===== src/rtl/instr_fetch_unit.sv =====
// Purpose: RV32I fetch stage; owns the PC, fetches words over req/ack and redirects on branch/JALR.
// Latency: one cycle IDLE->FETCH, then >=1 cycle until ack; instruction presented in HOLD the cycle after ack.
// Backpressure: stall holds HOLD (instruction, pc, redirect ignored); imem ack timeout/misaligned target -> sticky error + HALT.
// Optional build macro IFU_FETCH_CNT_EN adds the 32-bit fetch_cnt consumed-instruction counter port.
`timescale 1ns/1ps

module instr_fetch_unit #(
  parameter logic [31:0] RESET_PC     = 32'h0000_0000,
  parameter int unsigned IMEM_TIMEOUT = 16
) (
  input  logic        clk,
  input  logic        rst,
  // instruction memory handshake
  output logic        imem_req,
  output logic [31:0] imem_addr,
  input  logic        imem_ack,
  input  logic [31:0] imem_rdata,
  // downstream controls and operands
  input  logic        stall,
  input  logic        branch_taken,
  input  logic        jalr,
  input  logic [31:0] imm_32,
  input  logic [31:0] rs1_data,
  // presented instruction
  output logic [31:0] instruction,
  output logic [31:0] pc,
  output logic [31:0] pc_plus4,
  output logic        instr_valid,
  output logic        misalign_err,
  output logic        fetch_err
`ifdef IFU_FETCH_CNT_EN
  ,
  output logic [31:0] fetch_cnt
`endif
);

  // NOP (addi x0,x0,0) shown to decode while nothing has been fetched yet.
  localparam logic [31:0] NOP_INSTR = 32'h0000_0013;

  // The timeout counter is 8 bits wide, enough for the full 1..255 range.
  // TMO_LAST is the count at which the next ack-less FETCH cycle is the
  // IMEM_TIMEOUT-th one, so the error fires after exactly IMEM_TIMEOUT cycles.
  localparam logic [7:0] TMO_LAST = 8'(IMEM_TIMEOUT - 1);

  typedef enum logic [1:0] {
    IDLE  = 2'd0,
    FETCH = 2'd1,
    HOLD  = 2'd2,
    HALT  = 2'd3
  } state_t;

  state_t      state;
  state_t      next_state;

  logic [7:0]  tmo_cnt;
  logic [31:0] jalr_sum;
  logic [31:0] next_pc;
  logic        target_misaligned;

  // Control strobes produced by the FSM decode and consumed by the datapath.
  logic        latch_instr;
  logic        load_pc;
  logic        tmo_clr;
  logic        tmo_inc;
  logic        set_fetch_err;
  logic        set_misalign;
  logic        consume;

  // The request address is always the current PC; link value is pc+4 (wraps).
  assign imem_addr = pc;
  assign pc_plus4  = pc + 32'd4;

  // Next-PC selection: JALR wins over branch, otherwise fall through to pc+4.
  always_comb begin
    jalr_sum = rs1_data + imm_32;
    next_pc  = pc + 32'd4;
    if (jalr) begin
      next_pc = jalr_sum & 32'hFFFF_FFFE;
    end else if (branch_taken) begin
      next_pc = pc + imm_32;
    end
    target_misaligned = |next_pc[1:0];
  end

  // State register; reset aborts any outstanding request immediately since
  // imem_req is decoded from the state.
  always_ff @(posedge clk or posedge rst) begin
    if (rst) begin
      state <= IDLE;
    end else begin
      state <= next_state;
    end
  end

  // Next-state and output decode.
  always_comb begin
    next_state    = state;
    imem_req      = 1'b0;
    instr_valid   = 1'b0;
    latch_instr   = 1'b0;
    load_pc       = 1'b0;
    tmo_clr       = 1'b0;
    tmo_inc       = 1'b0;
    set_fetch_err = 1'b0;
    set_misalign  = 1'b0;
    consume       = 1'b0;

    case (state)
      IDLE: begin
        next_state = FETCH;
      end

      FETCH: begin
        // stall is deliberately ignored here: an ack is always accepted.
        imem_req = 1'b1;
        if (imem_ack) begin
          latch_instr = 1'b1;
          next_state  = HOLD;
        end else if (tmo_cnt == TMO_LAST) begin
          set_fetch_err = 1'b1;
          next_state    = HALT;
        end else begin
          tmo_inc = 1'b1;
        end
      end

      HOLD: begin
        instr_valid = 1'b1;
        if (!stall) begin
          if (target_misaligned) begin
            // Keep the faulting instruction's PC for debug; stop fetching.
            set_misalign = 1'b1;
            next_state   = HALT;
          end else begin
            load_pc    = 1'b1;
            tmo_clr    = 1'b1;
            consume    = 1'b1;
            next_state = FETCH;
          end
        end
      end

      HALT: begin
        // Terminal until reset.
        next_state = HALT;
      end

      default: begin
        next_state = IDLE;
      end
    endcase
  end

  // Program counter: only moves on an accepted, aligned consume.
  always_ff @(posedge clk or posedge rst) begin
    if (rst) begin
      pc <= RESET_PC;
    end else if (load_pc) begin
      pc <= next_pc;
    end
  end

  // Instruction word: only changes on an accepted ack.
  always_ff @(posedge clk or posedge rst) begin
    if (rst) begin
      instruction <= NOP_INSTR;
    end else if (latch_instr) begin
      instruction <= imem_rdata;
    end
  end

  // Ack timeout counter: cleared per new fetch, counts ack-less FETCH cycles.
  always_ff @(posedge clk or posedge rst) begin
    if (rst) begin
      tmo_cnt <= 8'd0;
    end else if (tmo_clr) begin
      tmo_cnt <= 8'd0;
    end else if (tmo_inc) begin
      tmo_cnt <= tmo_cnt + 8'd1;
    end
  end

  // Sticky error flags; cleared only by reset.
  always_ff @(posedge clk or posedge rst) begin
    if (rst) begin
      misalign_err <= 1'b0;
      fetch_err    <= 1'b0;
    end else begin
      if (set_misalign) begin
        misalign_err <= 1'b1;
      end
      if (set_fetch_err) begin
        fetch_err <= 1'b1;
      end
    end
  end

`ifdef IFU_FETCH_CNT_EN
  // Consumed-instruction counter; wraps naturally at 2^32.
  always_ff @(posedge clk or posedge rst) begin
    if (rst) begin
      fetch_cnt <= 32'd0;
    end else if (consume) begin
      fetch_cnt <= fetch_cnt + 32'd1;
    end
  end
`else
  // Without the counter the consume strobe has no sink.
  logic unused_consume;
  assign unused_consume = consume;
`endif

endmodule


===== config.mk =====
export PLATFORM = sky130hd
export DESIGN_NAME = instr_fetch_unit
export DESIGN_NICKNAME = d
export VERILOG_FILES = /design/src/rtl/instr_fetch_unit.sv
export SDC_FILE = /design/constraint.sdc
export NUM_CORES = 1
export LEC_CHECK = 0
export ABC_AREA = 0
export CAP_MARGIN = 30
export CORE_AREA = 3 3 142 144
export CTS_BUF_LIST = sky130_fd_sc_hd__clkbuf_8
export DETAILED_ROUTE_END_ITERATION = 10
export DIE_AREA = 0 0 145 147
export PLACE_DENSITY = 0.76
export SLEW_MARGIN = 20
export SYNTH_ARGS = -nofsm -noshare
export SYNTH_HDL_FRONTEND = slang
export SYNTH_SLANG_ARGS = --single-unit

===== constraint.sdc =====
create_clock -name clk -period 4.2 [get_ports clk]
set_input_delay 0.63 -clock clk [delete_from_list [all_inputs] [get_ports clk]]
set_output_delay 0.63 -clock clk [all_outputs]
set_load 0.02 [all_outputs]

==> results.sh, run 1 <==
export IMPL_via_count=7402
export IMPL_p_per_area_mw_per_mm2=400
export IMPL_die_area_sq_mm=0.0213
export IMPL_synth_area_sq_mm=0.00739
export IMPL_htreeDepth=3
export IMPL_drt_iter0_drc=477
export IMPL_hold_viol_final=0
export IMPL_antenna_cells=0
export IMPL_synth_mux_area_frac=0.0671
export IMPL_antenna_left=0
export IMPL_grt_pass1_vias=7147
export IMPL_worst_ep_required_time_ns=3.57
export IMPL_postSynthAreaPerCell_sq_um=8.39
export IMPL_slowest_stage="clkdlybuf4s50_1"
export IMPL_cts_tree="done"
export IMPL_synth_edf_count=0
export IMPL_die_y_um=147
export IMPL_path_max_fanout=9
export IMPL_drv_cap=0
export IMPL_synth_cells=881
export IMPL_initial_core_util=0.392
export IMPL_criticalPathCategory="flop to primary output"
export IMPL_ir_drop_mv=0.174
export IMPL_core_area_sq_mm=0.0188
export IMPL_layout_cells_non_filler=1332
export IMPL_numCtsBuffers=9
export IMPL_port_buffers=233
export IMPL_cpLargestDelayFamily="simple AND/OR/NAND/NOR gates"
export IMPL_yosys_area_share_simple=0.165
export IMPL_totalWireLength_mm=24.4
export IMPL_nFillCells=1756
export IMPL_setup_violations=0
export IMPL_antenna_found_initial=0
export IMPL_critPathArrivalTime_ns=3.28
export IMPL_max_stage_delay_ns=0.63
export IMPL_ys_flop_type="dfrtp_1"
export IMPL_clock_sinks=76
export IMPL_cts_root_buf="clkbuf_8"
export IMPL_period_share=0.932
export IMPL_critPathLaunchType="flop"
export IMPL_drc=0
export IMPL_synth_xor_area_share=0.0996
export IMPL_insertion_delay_ns=0.37
export IMPL_slew_headroom=0.439
export IMPL_hp_class="flop to flop"
export IMPL_rsz0062_at_grt="no"
export IMPL_tns_ns=0
export IMPL_dp_hpwl_mm=19.6
export IMPL_fin_crit_ns=3.91
export IMPL_drv_slew=0
export IMPL_ios=234
export IMPL_dr_pass1_iters=5
export IMPL_synth_top_family_by_area="compound AO/OA/AOI/OAI gates"
export IMPL_ys_seq_area_frac=0.258
export IMPL_grt_start_max_net_pins=45
export IMPL_synth_warnings=0
export IMPL_gp_congestion=0.935
export IMPL_wl_per_cell_um=18.3
export IMPL_fmax_ghz=0.256
export IMPL_synthAdderAreaFrac=0.112
export IMPL_syn_to_final_growth_pct=34.6
export IMPL_skew_ns=0.0154
export IMPL_clk_pin_slew_ns=0.10
export IMPL_ys_async_sr_fraction=1.00
export IMPL_grt_pass1_wl_mm=38.6
export IMPL_syn_num_nets=1048
export IMPL_die_x_um=145
export IMPL_synth_compound_area_frac=0.234
export IMPL_worstPathCellList="nand4_1 -> nor3_2 -> and4_1 -> nand3_1 -> nor2_1 -> xor2_1 -> clkdlybuf4s50_1"
export IMPL_nets=1234
export IMPL_worst_path_buf_inv=1
export IMPL_dp_cells=1316
export IMPL_num_rows=50
export IMPL_worst_pin_slew_ns=0.841
export IMPL_grt_use_total=0.221
export IMPL_synth_cell_type_count=71
export IMPL_vias_per_cell=5.56
export IMPL_synth_seq_cells=76
export IMPL_drive_gt1_frac=0.0812
export IMPL_outcome="completed"
export IMPL_cp_end_kind="primary output"
export IMPL_clk_path_buf_depth=2
export IMPL_p_leak_nw=4.29
export IMPL_grt_ovfl_total=0
[cells in the final DEF, fill, tap and decap left out, types with 18 or more instances in the layout]
cell	count
nand3_1	22
nor2_1	63
ha_1	63
nor3_1	18
clkdlybuf4s50_1	233
nand2_1	78
mux2_2	36
inv_1	21
a21o_1	25
dfrtp_1	73
a21oi_1	75
xor2_1	40
o21ai_0	47
xnor2_1	44
[kinds of logic (layout without fill, tap and decap cells)]
family                   Yosys count  in the layout
AO/OA/AOI/OAI                    264            264
AND/OR/NAND/NOR                  255            255
buffers and inverters             92            283
XOR/XNOR                          84             84
flip-flops                        76             76
adder cells (fa/ha/maj)           65             65
multiplexers                      45             45
[layer usage]
metal / up-vias / track usage / wire length, um
li1: 3576 / - / -
met1: 3418 / 0.301 / 10700
met2: 370 / 0.360 / 11100
met3: 38 / 0.0318 / 1890
met4: 0 / 0.0760 / 675
met5: - / 0 / 0
[repair_timing]
item | 4_1_cts | 5_1_grt
endpoints found under the setup margin | 0 | 1
gates resized for setup | 0 | 1
setup buffers | 0 | 0
hold buffers | 0 | 0
[where the power goes]
part           switching, mW  internal [mW]  total, mW
clock                  0.321          0.285      0.606
sequential             0.192          0.878       1.07
combinational           1.23           1.08       2.30
total                   1.74           2.24       3.98
[flip-flops by register name, indices dropped and copies added, names as in the netlist]
| register | flops |
|---|---|
| tmo_cnt | 8 |
| state | 2 |
| fetch_err | 1 |
| instruction | 32 |
| imem_addr | 32 |
| misalign_err | 1 |
[cell usage after synthesis (all sizes together) (4+ instances only)]
master / n / share of area
a211oi: 15 / 0.015
o21bai: 11 / 0.011
nand2: 78 / 0.040
nor3: 19 / 0.013
nand2b: 4 / 0.0034
clkbuf: 25 / 0.013
a31oi: 15 / 0.014
and4: 5 / 0.0059
o22ai: 5 / 0.0042
and3: 15 / 0.013
a22oi: 7 / 0.0071
mux2i: 9 / 0.012
o21ai: 58 / 0.040
nand3: 22 / 0.015
a21oi: 79 / 0.056
o211ai: 12 / 0.012
nor2b: 8 / 0.0068
and2: 12 / 0.010
xor2: 40 / 0.047
dfrtp: 73 / 0.25
nor2: 63 / 0.032
buf: 44 / 0.040
nand4: 15 / 0.013
mux2: 36 / 0.055
a41oi: 4 / 0.0058
xnor2: 44 / 0.052
inv: 23 / 0.012
o31ai: 4 / 0.0041
a21o: 25 / 0.025
ha: 63 / 0.11
[final cells by class]
class,count,area [sq um],share of cell area
clock buffers,9,124,0.0125
clock inverters,7,82.6,0.00830
inverters,23,87.6,0.00881
multi-input cells,713,5010,0.503
flip-flops and latches,76,1910,0.192
well taps,260,325,0.0327
repair buffers,244,2410,0.243
[path summary, 6_finish.rpt]
path / start / to / slack, ns / cells after the start
max in group asynchronous: rst / instruction[26] / 2.55 / 3
worst max register to register: imem_addr[0] / imem_addr[28] / 1.04 / 11
worst min-delay path: misalign_err / misalign_err / 0.46 / 1
worst min register to register: misalign_err / misalign_err / 0.46 / 1
min in group asynchronous: rst / imem_addr[31] / 0.72 / 2
worst max-delay path: imem_addr[11] / pc_plus4[31] / 0.29 / 7
[stage by stage]
step	worst slack, ns	hold WS [ns]	instance area, sq um	power (mW)	utilization
after floorplan	1.29	0.454	7390	2.49	-
after global placement	0.497	0.440	9740	3.34	0.517
after detailed placement	0.438	0.445	9740	3.37	0.517
after CTS	0.159	0.464	9940	3.98	0.528
after global routing	0.102	0.474	9950	4.22	0.528
final	0.287	0.460	9950	3.98	0.528
(Power assumes the default switching activity.)
==> run 2: changes to the inputs <==
--- a/config.mk
+++ b/config.mk
@@ -5,7 +5,6 @@
 export SDC_FILE = /design/constraint.sdc
 export NUM_CORES = 1
 export LEC_CHECK = 0
-export ABC_AREA = 0
 export CAP_MARGIN = 30
 export CORE_AREA = 3 3 142 144
 export CTS_BUF_LIST = sky130_fd_sc_hd__clkbuf_8
==> results of run 2 <==
No change in the layout: final DEF, timing and power equal those of run 1.
==> run 3: changes to the inputs <==
--- a/config.mk
+++ b/config.mk
@@ -11,6 +11,7 @@
 export DETAILED_ROUTE_END_ITERATION = 10
 export DIE_AREA = 0 0 145 147
 export PLACE_DENSITY = 0.76
+export SKIP_LAST_GASP = 1
 export SLEW_MARGIN = 20
 export SYNTH_ARGS = -nofsm -noshare
 export SYNTH_HDL_FRONTEND = slang
==> results of run 3 <==
No change in the layout: final DEF, timing and power equal those of run 1.
